--- config.mk ---
export PLATFORM = sky130hd
export DESIGN_NAME = present_ctrl
export DESIGN_NICKNAME = d
export VERILOG_FILES = /design/src/rtl/present_ctrl.sv
export SDC_FILE = /design/constraint.sdc
export NUM_CORES = 1
export LEC_CHECK = 0
export CAP_MARGIN = 10
export CORE_UTILIZATION = 50
export CTS_BUF_LIST = sky130_fd_sc_hd__clkbuf_2
export CTS_CLUSTER_SIZE = 12
export DETAILED_ROUTE_END_ITERATION = 7
export PLACE_DENSITY = 0.76
export SLEW_MARGIN = 20
export SYNTH_ARGS = -nofsm -noshare
export SYNTH_HDL_FRONTEND = slang
export SYNTH_SLANG_ARGS = --single-unit
--- constraint.sdc ---
create_clock -name clk -period 3 [get_ports clk]
set_clock_uncertainty 0.1 [all_clocks]
set_input_delay 0.6 -clock clk [delete_from_list [all_inputs] [get_ports clk]]
set_output_delay 0.6 -clock clk [all_outputs]
set_load 0.01 [all_outputs]
--- src/rtl/present_ctrl.sv ---
// PRESENT-80 iterative encryption controller: one round per cycle, valid/ready job handshake.
// Optional `PRESENT_ABORT_EN adds an abort input that cancels a job in RUN or FINAL.
module present_ctrl #(
   parameter int unsigned ROUNDS = 31
) (
   input  logic        clk,
   input  logic        rst,
   input  logic        in_valid,
   output logic        in_ready,
   input  logic [63:0] pt,
   input  logic [79:0] key,
   output logic        out_valid,
   input  logic        out_ready,
   output logic [63:0] ct,
   output logic        busy
`ifdef PRESENT_ABORT_EN
   ,
   input  logic        abort
`endif
);

   typedef enum logic [1:0] {StIdle, StRun, StFinal, StDone} state_e;

   localparam logic [4:0] LastRc = 5'(ROUNDS);

   state_e      r_fsm;
   logic [63:0] r_state;
   logic [79:0] r_rkey;
   logic [4:0]  r_rc;
   logic [63:0] r_ct;
   logic        r_out_valid;

   logic [63:0] w_round;
   logic [79:0] w_key_rot;
   logic [79:0] w_next_key;
   logic        w_abort;

   function automatic logic [3:0] sbox4(input logic [3:0] d);
      logic [3:0] o;
      case (d)
         4'h0: o = 4'hC;
         4'h1: o = 4'h5;
         4'h2: o = 4'h6;
         4'h3: o = 4'hB;
         4'h4: o = 4'h9;
         4'h5: o = 4'h0;
         4'h6: o = 4'hA;
         4'h7: o = 4'hD;
         4'h8: o = 4'h3;
         4'h9: o = 4'hE;
         4'hA: o = 4'hF;
         4'hB: o = 4'h8;
         4'hC: o = 4'h4;
         4'hD: o = 4'h7;
         4'hE: o = 4'h1;
         default: o = 4'h2;
      endcase
      return o;
   endfunction

   function automatic logic [63:0] sbox_layer(input logic [63:0] d);
      logic [63:0] o;
      o = '0;
      for (int i = 0; i < 16; i++) begin
         o[4*i +: 4] = sbox4(d[4*i +: 4]);
      end
      return o;
   endfunction

   // Bit i moves to position 16*i mod 63; bit 63 stays put.
   function automatic logic [63:0] p_layer(input logic [63:0] d);
      logic [63:0] o;
      o = '0;
      for (int i = 0; i < 63; i++) begin
         o[(i * 16) % 63] = d[i];
      end
      o[63] = d[63];
      return o;
   endfunction

`ifdef PRESENT_ABORT_EN
   assign w_abort = abort;
`else
   assign w_abort = 1'b0;
`endif

   always_comb begin
      w_round    = p_layer(sbox_layer(r_state ^ r_rkey[79:16]));
      w_key_rot  = {r_rkey[18:0], r_rkey[79:19]};
      w_next_key = {sbox4(w_key_rot[79:76]), w_key_rot[75:20],
                    w_key_rot[19:15] ^ r_rc, w_key_rot[14:0]};
   end

   always_ff @(posedge clk) begin
      if (rst) begin
         r_fsm       <= StIdle;
         r_state     <= '0;
         r_rkey      <= '0;
         r_rc        <= '0;
         r_ct        <= '0;
         r_out_valid <= 1'b0;
      end else begin
         case (r_fsm)
            StIdle: begin
               if (in_valid) begin
                  r_state <= pt;
                  r_rkey  <= key;
                  r_rc    <= 5'd1;
                  r_fsm   <= StRun;
               end
            end
            StRun: begin
               if (w_abort) begin
                  r_fsm <= StIdle;
               end else begin
                  r_state <= w_round;
                  r_rkey  <= w_next_key;
                  if (r_rc == LastRc) begin
                     r_fsm <= StFinal;
                  end else begin
                     r_rc <= r_rc + 5'd1;
                  end
               end
            end
            StFinal: begin
               if (w_abort) begin
                  r_fsm <= StIdle;
               end else begin
                  r_ct        <= r_state ^ r_rkey[79:16];
                  r_out_valid <= 1'b1;
                  r_fsm       <= StDone;
               end
            end
            StDone: begin
               if (out_ready) begin
                  r_out_valid <= 1'b0;
                  r_fsm       <= StIdle;
               end
            end
            default: r_fsm <= StIdle;
         endcase
      end
   end

   assign in_ready  = (r_fsm == StIdle);
   assign busy      = (r_fsm != StIdle);
   assign out_valid = r_out_valid;
   assign ct        = r_ct;

endmodule

[Yosys cells after proc, flatten, opt, wreduce, memory -nomap -nowiden]
Memories as Yosys holds them, arrays and structs flattened. A register that Yosys moved wholly into a read port is not among the register bits.
Index checks and enable logic that the tools add are counted.
Storage, ports and cells
  logic and storage cells: 57
  output and inout bits: 67
  ROM bits: 1088
  bits of input ports: 148
  flip-flop bits (word level): 216
  memories: 17
Memories
  (name not given): words 16, width 4, read ports 1, clocked after Yosys merged registers in 0, write ports 0, RTL line 40  | case (d)
  (name not given): words 16, width 4, read ports 1, clocked after Yosys merged registers in 0, write ports 0, RTL line 40
  (name not given): words 16, width 4, read ports 1, clocked after Yosys merged registers in 0, write ports 0, RTL line 40
  (name not given): words 16, width 4, read ports 1, clocked after Yosys merged registers in 0, write ports 0, RTL line 40
  (name not given): words 16, width 4, read ports 1, clocked after Yosys merged registers in 0, write ports 0, RTL line 40
  (name not given): words 16, width 4, read ports 1, clocked after Yosys merged registers in 0, write ports 0, RTL line 40
  11 more memories
Operators by class
  bitwise operators: 2
  multiplexer cells: 15
  reduce and logical (&&, ||, !) cells: 8
  equality and inequality tests: 8
  add/subtract/negate cells: 1
Operator list (count)
  $pmux W80 S2: 1
  $pmux W64 S2: 1
  $mux W80: 1
  $mux W64: 1
  $xor A64 B64 Y64: 1
  $mux W5: 2
  $pmux W5 S2: 1
  $mux W4: 2
  $ne A2 B2 Y1 const B: 4
  $pmux W2 S4: 1
  $mux W2: 3
  $reduce_and A3 Y1: 2
  $reduce_bool A2 Y1: 3
  $add A5 B1 Y5 const B: 1
  $eq A5 B5 Y1 const B: 1
  $xor A5 B5 Y5: 1
  $eq A2 B2 Y1 const B: 2
  $reduce_and A2 Y1: 2
  $eq A2 B1 Y1 const B: 1
  $logic_not A2 Y1: 1
  $pmux W1 S2: 1
  $mux W1: 1

[Longest topological paths before layout]
Gate-level depths: netlist (run 1).
  depth after elaboration: 5
  gate-level depth with buffers: 13
  mapped depth without buffers: 11

[Worst setup path before layout (run 1)]
Ideal clock, no wire load.
  path kind: reg-to-reg
  start point: register r_fsm[0]
  end point: register w_next_key[76] (netlist name)
  period minus slack after synthesis: 2618 ps
  path buffers: 2
  setup time: 117 ps
  cell stages (with the launch flop): 13
  arrival time: 2401 ps
  slack: 382 ps
  required time: 2783 ps
  cells stage by stage: dfxtp_1 > inv_1 > ha_1 > buf_4 > nand2b_1 > buf_2 > and2_0 > a21oi_2 > nor2_1 > inv_1 > ha_1 > or3_1 > a32o_1
On the way
  longest elaborated chain between the ends: 5
  elaborated cells between the ends (all ways): 8
  those cells by class: 2 x eq/ne; 3 x mux; 3 x reduce/logical
RTL lines
  start, declared: RTL line 26  | state_e r_fsm;
  start signal, assigned: RTL line 96  | r_fsm <= StIdle;
  start signal, assigned: RTL line 109  | r_fsm <= StRun;
  start signal, assigned: RTL line 114  | r_fsm <= StIdle;
  $logic_not A2 Y1 (*)
  named net in_ready: RTL line 9  | output logic in_ready,
  $ne A2 B2 Y1 (no line) / $reduce_bool A2 Y1 (equally long branches)
  $reduce_and A2 Y1 (no line)
  $mux W4 (no line) (*) (2 in a row)
Mark *: on every way through the listed nets, which the timed path passes. The rest lies on a longest branch.
A chain may end at the register's enable or synchronous reset.

[Final worst setup path (run 1)]
  start point: register r_fsm[0]
  end point: output in_ready
On the way
  longest elaborated chain between the ends: 1
RTL lines
  $logic_not A2 Y1: RTL line 145  | assign in_ready = (r_fsm == StIdle);
  end, declared: RTL line 9
No other way between the ends.

==> results.cfg, run 1 <==
[outcome]
status = complete, no violations

[route]
viasPerCell = 5.724
vias = 11122
route.detailed.drc = 0
wl_per_cell_um = 19.42
ant_nets = 0
initialDrtViolationCount = 1096
drtPass1Iterations = 8
wl_um = 37740

[power]
power_frac_clock_pct = 9.8
p_int_mw = 10.93
p_seq_share_pct = 24.9
power_density_mw_per_mm2 = 1387
ir_drop_v = 0.001078
p_sw_mw = 10.18
p_leak_nw = 6.214
pwr-share-comb_pct = 65.3
power.total_mw = 21.11
sw_frac_of_total_pct = 48.22

[min_path]
hp-class = input pin to flop
worstHoldStart = pt[41]
hold_path_depth = 3
min_to = r_state[41]

[worst_setup_path]
ff2ff_setup_slack_ns = 0.39
crit_type = flop to output port
reg2reg_from = r_fsm[0]
r2r_cells = 10
regToRegEndpoint = w_next_key[76]
required_ns = 2.30
cp-end-kind = output port
crit_path_max_fanout = 8
start_kind = flop
worstPathArrival_ns = 2.15

[clocking]
cts_max_path_buffers = 3
clk_latency_ns = 0.86
cts_tree = built
clockRootBuffer = clkbuf_2
htreeDepth = 2
clkSinkCount = 220
post_cts.repair.setup_buffers = 0
clk_pin_slew_worst_paths_ns = 0.11
numCtsBuffers = 58

[finish]
fin_util_pct = 64.29
fin_cells = 1943
layout_commonest_cell = nor2_1
stdcell_area_mm2 = 0.01522
regArea_mm2 = 0.004407
final_cell_mix = nor2_1 (309), dfxtp_1 (218), clkdlybuf4s50_1 (213), a211oi_1 (90), clkbuf_2 (89)
num-fill-cells = 2037
area_growth_pct = 25.13
drive_gt1_share_pct = 12.32
nets = 1819
multiInputGateArea_mm2 = 0.007106

[job]
max-cap-violations = 0

[synthesis]
synth_warnings = 0
synthFlopType = dfxtp_1
synth-seq-cells = 220
synth_cells = 1361
ys_seq_area_share_pct = 36.20
syn_nets = 1600
ys_types = 47
synth_edf_count = 0
synth-async-reset-ratio_pct = 0
synth_area_mm2 = 0.01217
avgSynthCellArea_um2 = 8.940

[place]
place_area_mm2 = 0.01470
io_buffer_count = 214
dp_slack_ns = 0.02972
dp.cells = 1838
dp_hpwl_um = 27740
gp_congestion = 0.8706

[sta]
worstMarginPinSlew_ns = 0.8923
fin_crit_ns = 2.847
fmax_ghz = 0.3512
timing.final.crit_share_pct = 94.92
tns_ns = 0
timing.hold.ws_ns = 0.2894
hold_viol = 0
drv_slew = 0
setup_viol_count_final = 0
setup_ws_ns = 0.1525
maxSlewHeadroom_pct = 40.51
rsz0062_at_grt = false

[die]
start_util_pct = 51.37
die_h_um = 158.0
num_rows = 56
dieArea_mm2 = 0.02496
core_area_mm2 = 0.02368
dieWidth_um = 158.0
num_io_pins = 215

[global_routing]
antenna_found_initial = 1
grt_use_total_pct = 30.17
grt_max_degree = 120
grt_pass1_wl_um = 56780
first_global_vias = 10531
overflow = 0
-- sequential cells by signal, indices dropped and copies added (netlist names) --
signal and cells:
w_next_key 4, ct 64, out_valid 1, r_fsm 2, r_rc 5, r_rkey 80
r_state 64
-- what timing repair did --
action | CTS | global route
hold buffers | 1 | 0
hold endpoints to repair | 4 | 0
gates resized for setup | 2 | 2
setup endpoints to repair | 2 | 2
-- how the worst max path moves through the flow --
stage              from              to  slack [ns]  cells past startpoint
6_report       r_fsm[0]        in_ready        0.15                      3
5_1_grt        r_fsm[0]            busy        0.05                      4
4_1_cts        r_fsm[1]        in_ready        0.02                      3
3_5_place_dp   in_valid  w_next_key[76]        0.03                      8
3_3_place_gp   in_valid  w_next_key[76]        0.12                      8
2_1_floorplan  r_fsm[0]  w_next_key[76]        0.38                     12
-- power by group through the flow --
stage | clock network, mW | logic [mW] | registers (mW)
detailed placement | 0 | 13.5 | 5.28
global route | 2.25 | 14.9 | 5.36
CTS | 2.10 | 13.6 | 5.22
floorplan | 0 | 9.29 | 5.10
finish | 2.07 | 13.8 | 5.26
global placement | 0 | 13.2 | 5.23
-- synth_stat cells (2+ instances only) --
cell / number / area [um^2]
inv_1: 72 / 270.3
o21ai_0: 13 / 65.06
a21o_1: 2 / 15.01
o22ai_1: 4 / 25.02
buf_2: 26 / 130.1
o21a_1: 2 / 15.01
a211oi_1: 90 / 675.7
a22oi_1: 4 / 30.03
nand2_1: 21 / 78.83
nor2_1: 309 / 1160
xnor2_1: 61 / 534.3
a2bb2oi_1: 11 / 96.34
a31oi_1: 7 / 43.79
dfxtp_1: 220 / 4404
nand3_1: 3 / 15.01
nor4_1: 75 / 469.2
a222oi_1: 20 / 200.2
nor3_1: 84 / 420.4
xor2_2: 7 / 113.9
xnor2_2: 10 / 162.7
clkbuf_1: 58 / 217.7
o31ai_1: 11 / 82.58
ha_1: 91 / 1139
mux4_2: 32 / 720.7
a32o_1: 2 / 20.02
mux2i_1: 51 / 510.5
a22o_1: 4 / 35.03
xor2_1: 17 / 148.9
buf_4: 6 / 45.04
a21oi_1: 24 / 120.1
buf_1: 8 / 30.03
-- layer usage --
layer / wire, um / vias to the layer above / part of all wire [%] / track usage [%]
li1: - / 5264 / - / -
met1: 15310 / 5236 / 41 / 39.58
met2: 16970 / 526 / 45 / 46.47
met3: 3689 / 96 / 9.8 / 6.597
met4: 1764 / 0 / 4.7 / 15.71
met5: 0 / - / 0 / 0
-- cells by family (layout without fill, tap and decap cells) --
| family | Yosys count | after routing | synth area share [%] |
|---|---|---|---|
| compound gates | 198 | 198 | 12.19 |
| mux | 85 | 85 | 10.43 |
| buf+inv | 171 | 433 | 5.790 |
| simple gates | 501 | 501 | 18.15 |
| other cells | 0 | 1 | 0 |
| xor+xnor | 95 | 95 | 7.888 |
| flops | 220 | 220 | 36.20 |
| fa+ha+maj | 91 | 91 | 9.358 |
-- worst max-delay path, stage by stage, from the launching register on --
cell and delay [ns]:
dfxtp_2 0.37, inv_1 0.17, ha_4 0.24, clkdlybuf4s50_1 0.56
-- area by class of cell --
cell class | count | share of cell area [%]
Inverter | 72 | 1.775
Antenna cell | 1 | 0.01644
Tap cell | 319 | 2.622
Clock buffer | 89 | 2.926
Timing Repair Buffer | 258 | 16.67
Multi-Input combinational cell | 970 | 46.67
Clock inverter | 14 | 0.3698
Sequential cell | 220 | 28.94
Power figures use the tool's default switching activity.
==> run 2: changes to the inputs <==
- CORE_UTILIZATION: 50 -> 45
- PLACE_DENSITY: 0.76 -> 0.71
==> run 2 against run 1 <==
  * Via count decreased by 1.0%
  * The flow now finishes with violations (design-rule violations)
  * Critical path depth up 1
  * Worst setup slack worse by 0.020 ns
  * Largest cell class unchanged
  * Critical endpoint is now busy
==> results.cfg, run 2 (same netlist as run 1, synthesis figures left out) <==
[worst_setup_path]
crit_type = flop to output port
worstPathArrival_ns = 2.17
crit_path_max_fanout = 8
reg2reg_from = r_rkey[41]
required_ns = 2.30
ff2ff_setup_slack_ns = 0.44
regToRegEndpoint = r_state[6]
cp-end-kind = output port
start_kind = flop
r2r_cells = 7

[place]
io_buffer_count = 214
dp_hpwl_um = 27750
place_area_mm2 = 0.01467
dp.cells = 1845
gp_congestion = 0.8750

[sta]
worstMarginPinSlew_ns = 0.8015
drv_slew = 0
maxSlewHeadroom_pct = 46.57
setup_viol_count_final = 0
fmax_ghz = 0.3488
timing.final.crit_share_pct = 95.58
fin_crit_ns = 2.867
rsz0062_at_grt = false
hold_viol = 0

[global_routing]
overflow = 0
grt_use_total_pct = 27.00
antenna_found_initial = 1
first_global_vias = 10402
grt_pass1_wl_um = 58050
grt_max_degree = 125

[min_path]
min_to = r_state[35]
hp-class = input pin to flop
hold_path_depth = 3
worstHoldStart = pt[35]

[clocking]
htreeDepth = 2
clkSinkCount = 220
clockRootBuffer = clkbuf_2
clk_latency_ns = 0.89
post_cts.repair.setup_buffers = 0
cts_tree = built
clk_pin_slew_worst_paths_ns = 0.09
numCtsBuffers = 57
cts_max_path_buffers = 3

[die]
num_io_pins = 215
dieArea_mm2 = 0.02770
core_area_mm2 = 0.02628
start_util_pct = 46.30
die_h_um = 166.4
num_rows = 59
dieWidth_um = 166.4

[route]
vias = 11011
initialDrtViolationCount = 1177
route.detailed.drc = 13
ant_nets = 0
wl_um = 38040
drtPass1Iterations = 8
viasPerCell = 5.685
wl_per_cell_um = 19.64

[power]
p_leak_nw = 6.136
power_density_mw_per_mm2 = 1382
ir_drop_v = 0.0008398

[finish]
area_growth_pct = 24.43
fin_util_pct = 57.61
top_register = r_rkey
largest_register_ffs = 80
nets = 1809
drive_gt1_share_pct = 11.37
fin_cells = 1937
final_cell_mix = nor2_1 (309), dfxtp_1 (218), clkdlybuf4s50_1 (213), a211oi_1 (90), ha_1 (88)
layout_commonest_cell = nor2_1
stdcell_area_mm2 = 0.01514

[outcome]
status = complete, but fails checks
violations = design-rule violations

[job]
max-cap-violations = 0
run 2: final cells by class:
| type | count | area (um^2) |
|---|---|---|
| diodes | 1 | 2.502 |
| clock buffers | 80 | 400.4 |
| clock inverters | 10 | 38.79 |
| fillers | 2311 | 11140 |
| inverters | 72 | 270.3 |
| multi-input cells | 970 | 7106 |
| flip-flops and latches | 220 | 4407 |
| well taps | 335 | 419.2 |
| repair buffers | 249 | 2496 |
run 2: power by group:
| group | total, mW | internal (mW) | switching, mW |
|---|---|---|---|
| registers | 5.25 | 4.14 | 1.12 |
| clock network | 1.94 | 0.701 | 1.24 |
| logic | 13.7 | 5.96 | 7.76 |
run 2: worst max path at each step:
stage,depth (start not counted),to,slack [ns],startpoint
5_1_grt,4,busy,0.02,r_fsm[0]
3_3_place_gp,8,w_next_key[76],0.07,in_valid
2_1_floorplan,12,w_next_key[76],0.38,r_fsm[0]
3_5_place_dp,8,w_next_key[76],-0.02,in_valid
4_1_cts,3,in_ready,0.02,r_fsm[0]
6_report,4,busy,0.13,r_fsm[0]
run 2: per-stage QoR:
step / setup TNS, ns / setup slack (ns) / power, mW / hold slack (ns)
floorplan: 0 / 0.3818 / 14.39 / 0.3561
global placement: 0 / 0.06596 / 18.49 / 0.3735
detailed placement: -0.02217 / -0.02217 / 18.83 / 0.3758
CTS: 0 / 0.02129 / 20.83 / 0.2486
global route: 0 / 0.01653 / 22.41 / 0.2670
finish: 0 / 0.1327 / 20.92 / 0.2905
run 2: worst max-delay path, stage by stage, from the launching register on:
cell,delay [ns]
dfxtp_2,0.40
inv_1,0.12
ha_4,0.22
inv_1,0.06
clkdlybuf4s50_1,0.52
run 2: metal layers:
metal,vias up,global-route usage [%],wire length (um)
li1,5215,-,-
met4,0,11.80,1421
met1,5171,36.49,15530
met3,77,4.800,3799
met2,548,42.25,17290
met5,-,0,0
run 2: timing repair:
item / 4_1_cts / 5_1_grt
resized for setup: 3 / 1
setup endpoints to repair: 2 / 2
hold endpoints to repair: 20 / 0
hold buffers: 1 / 0
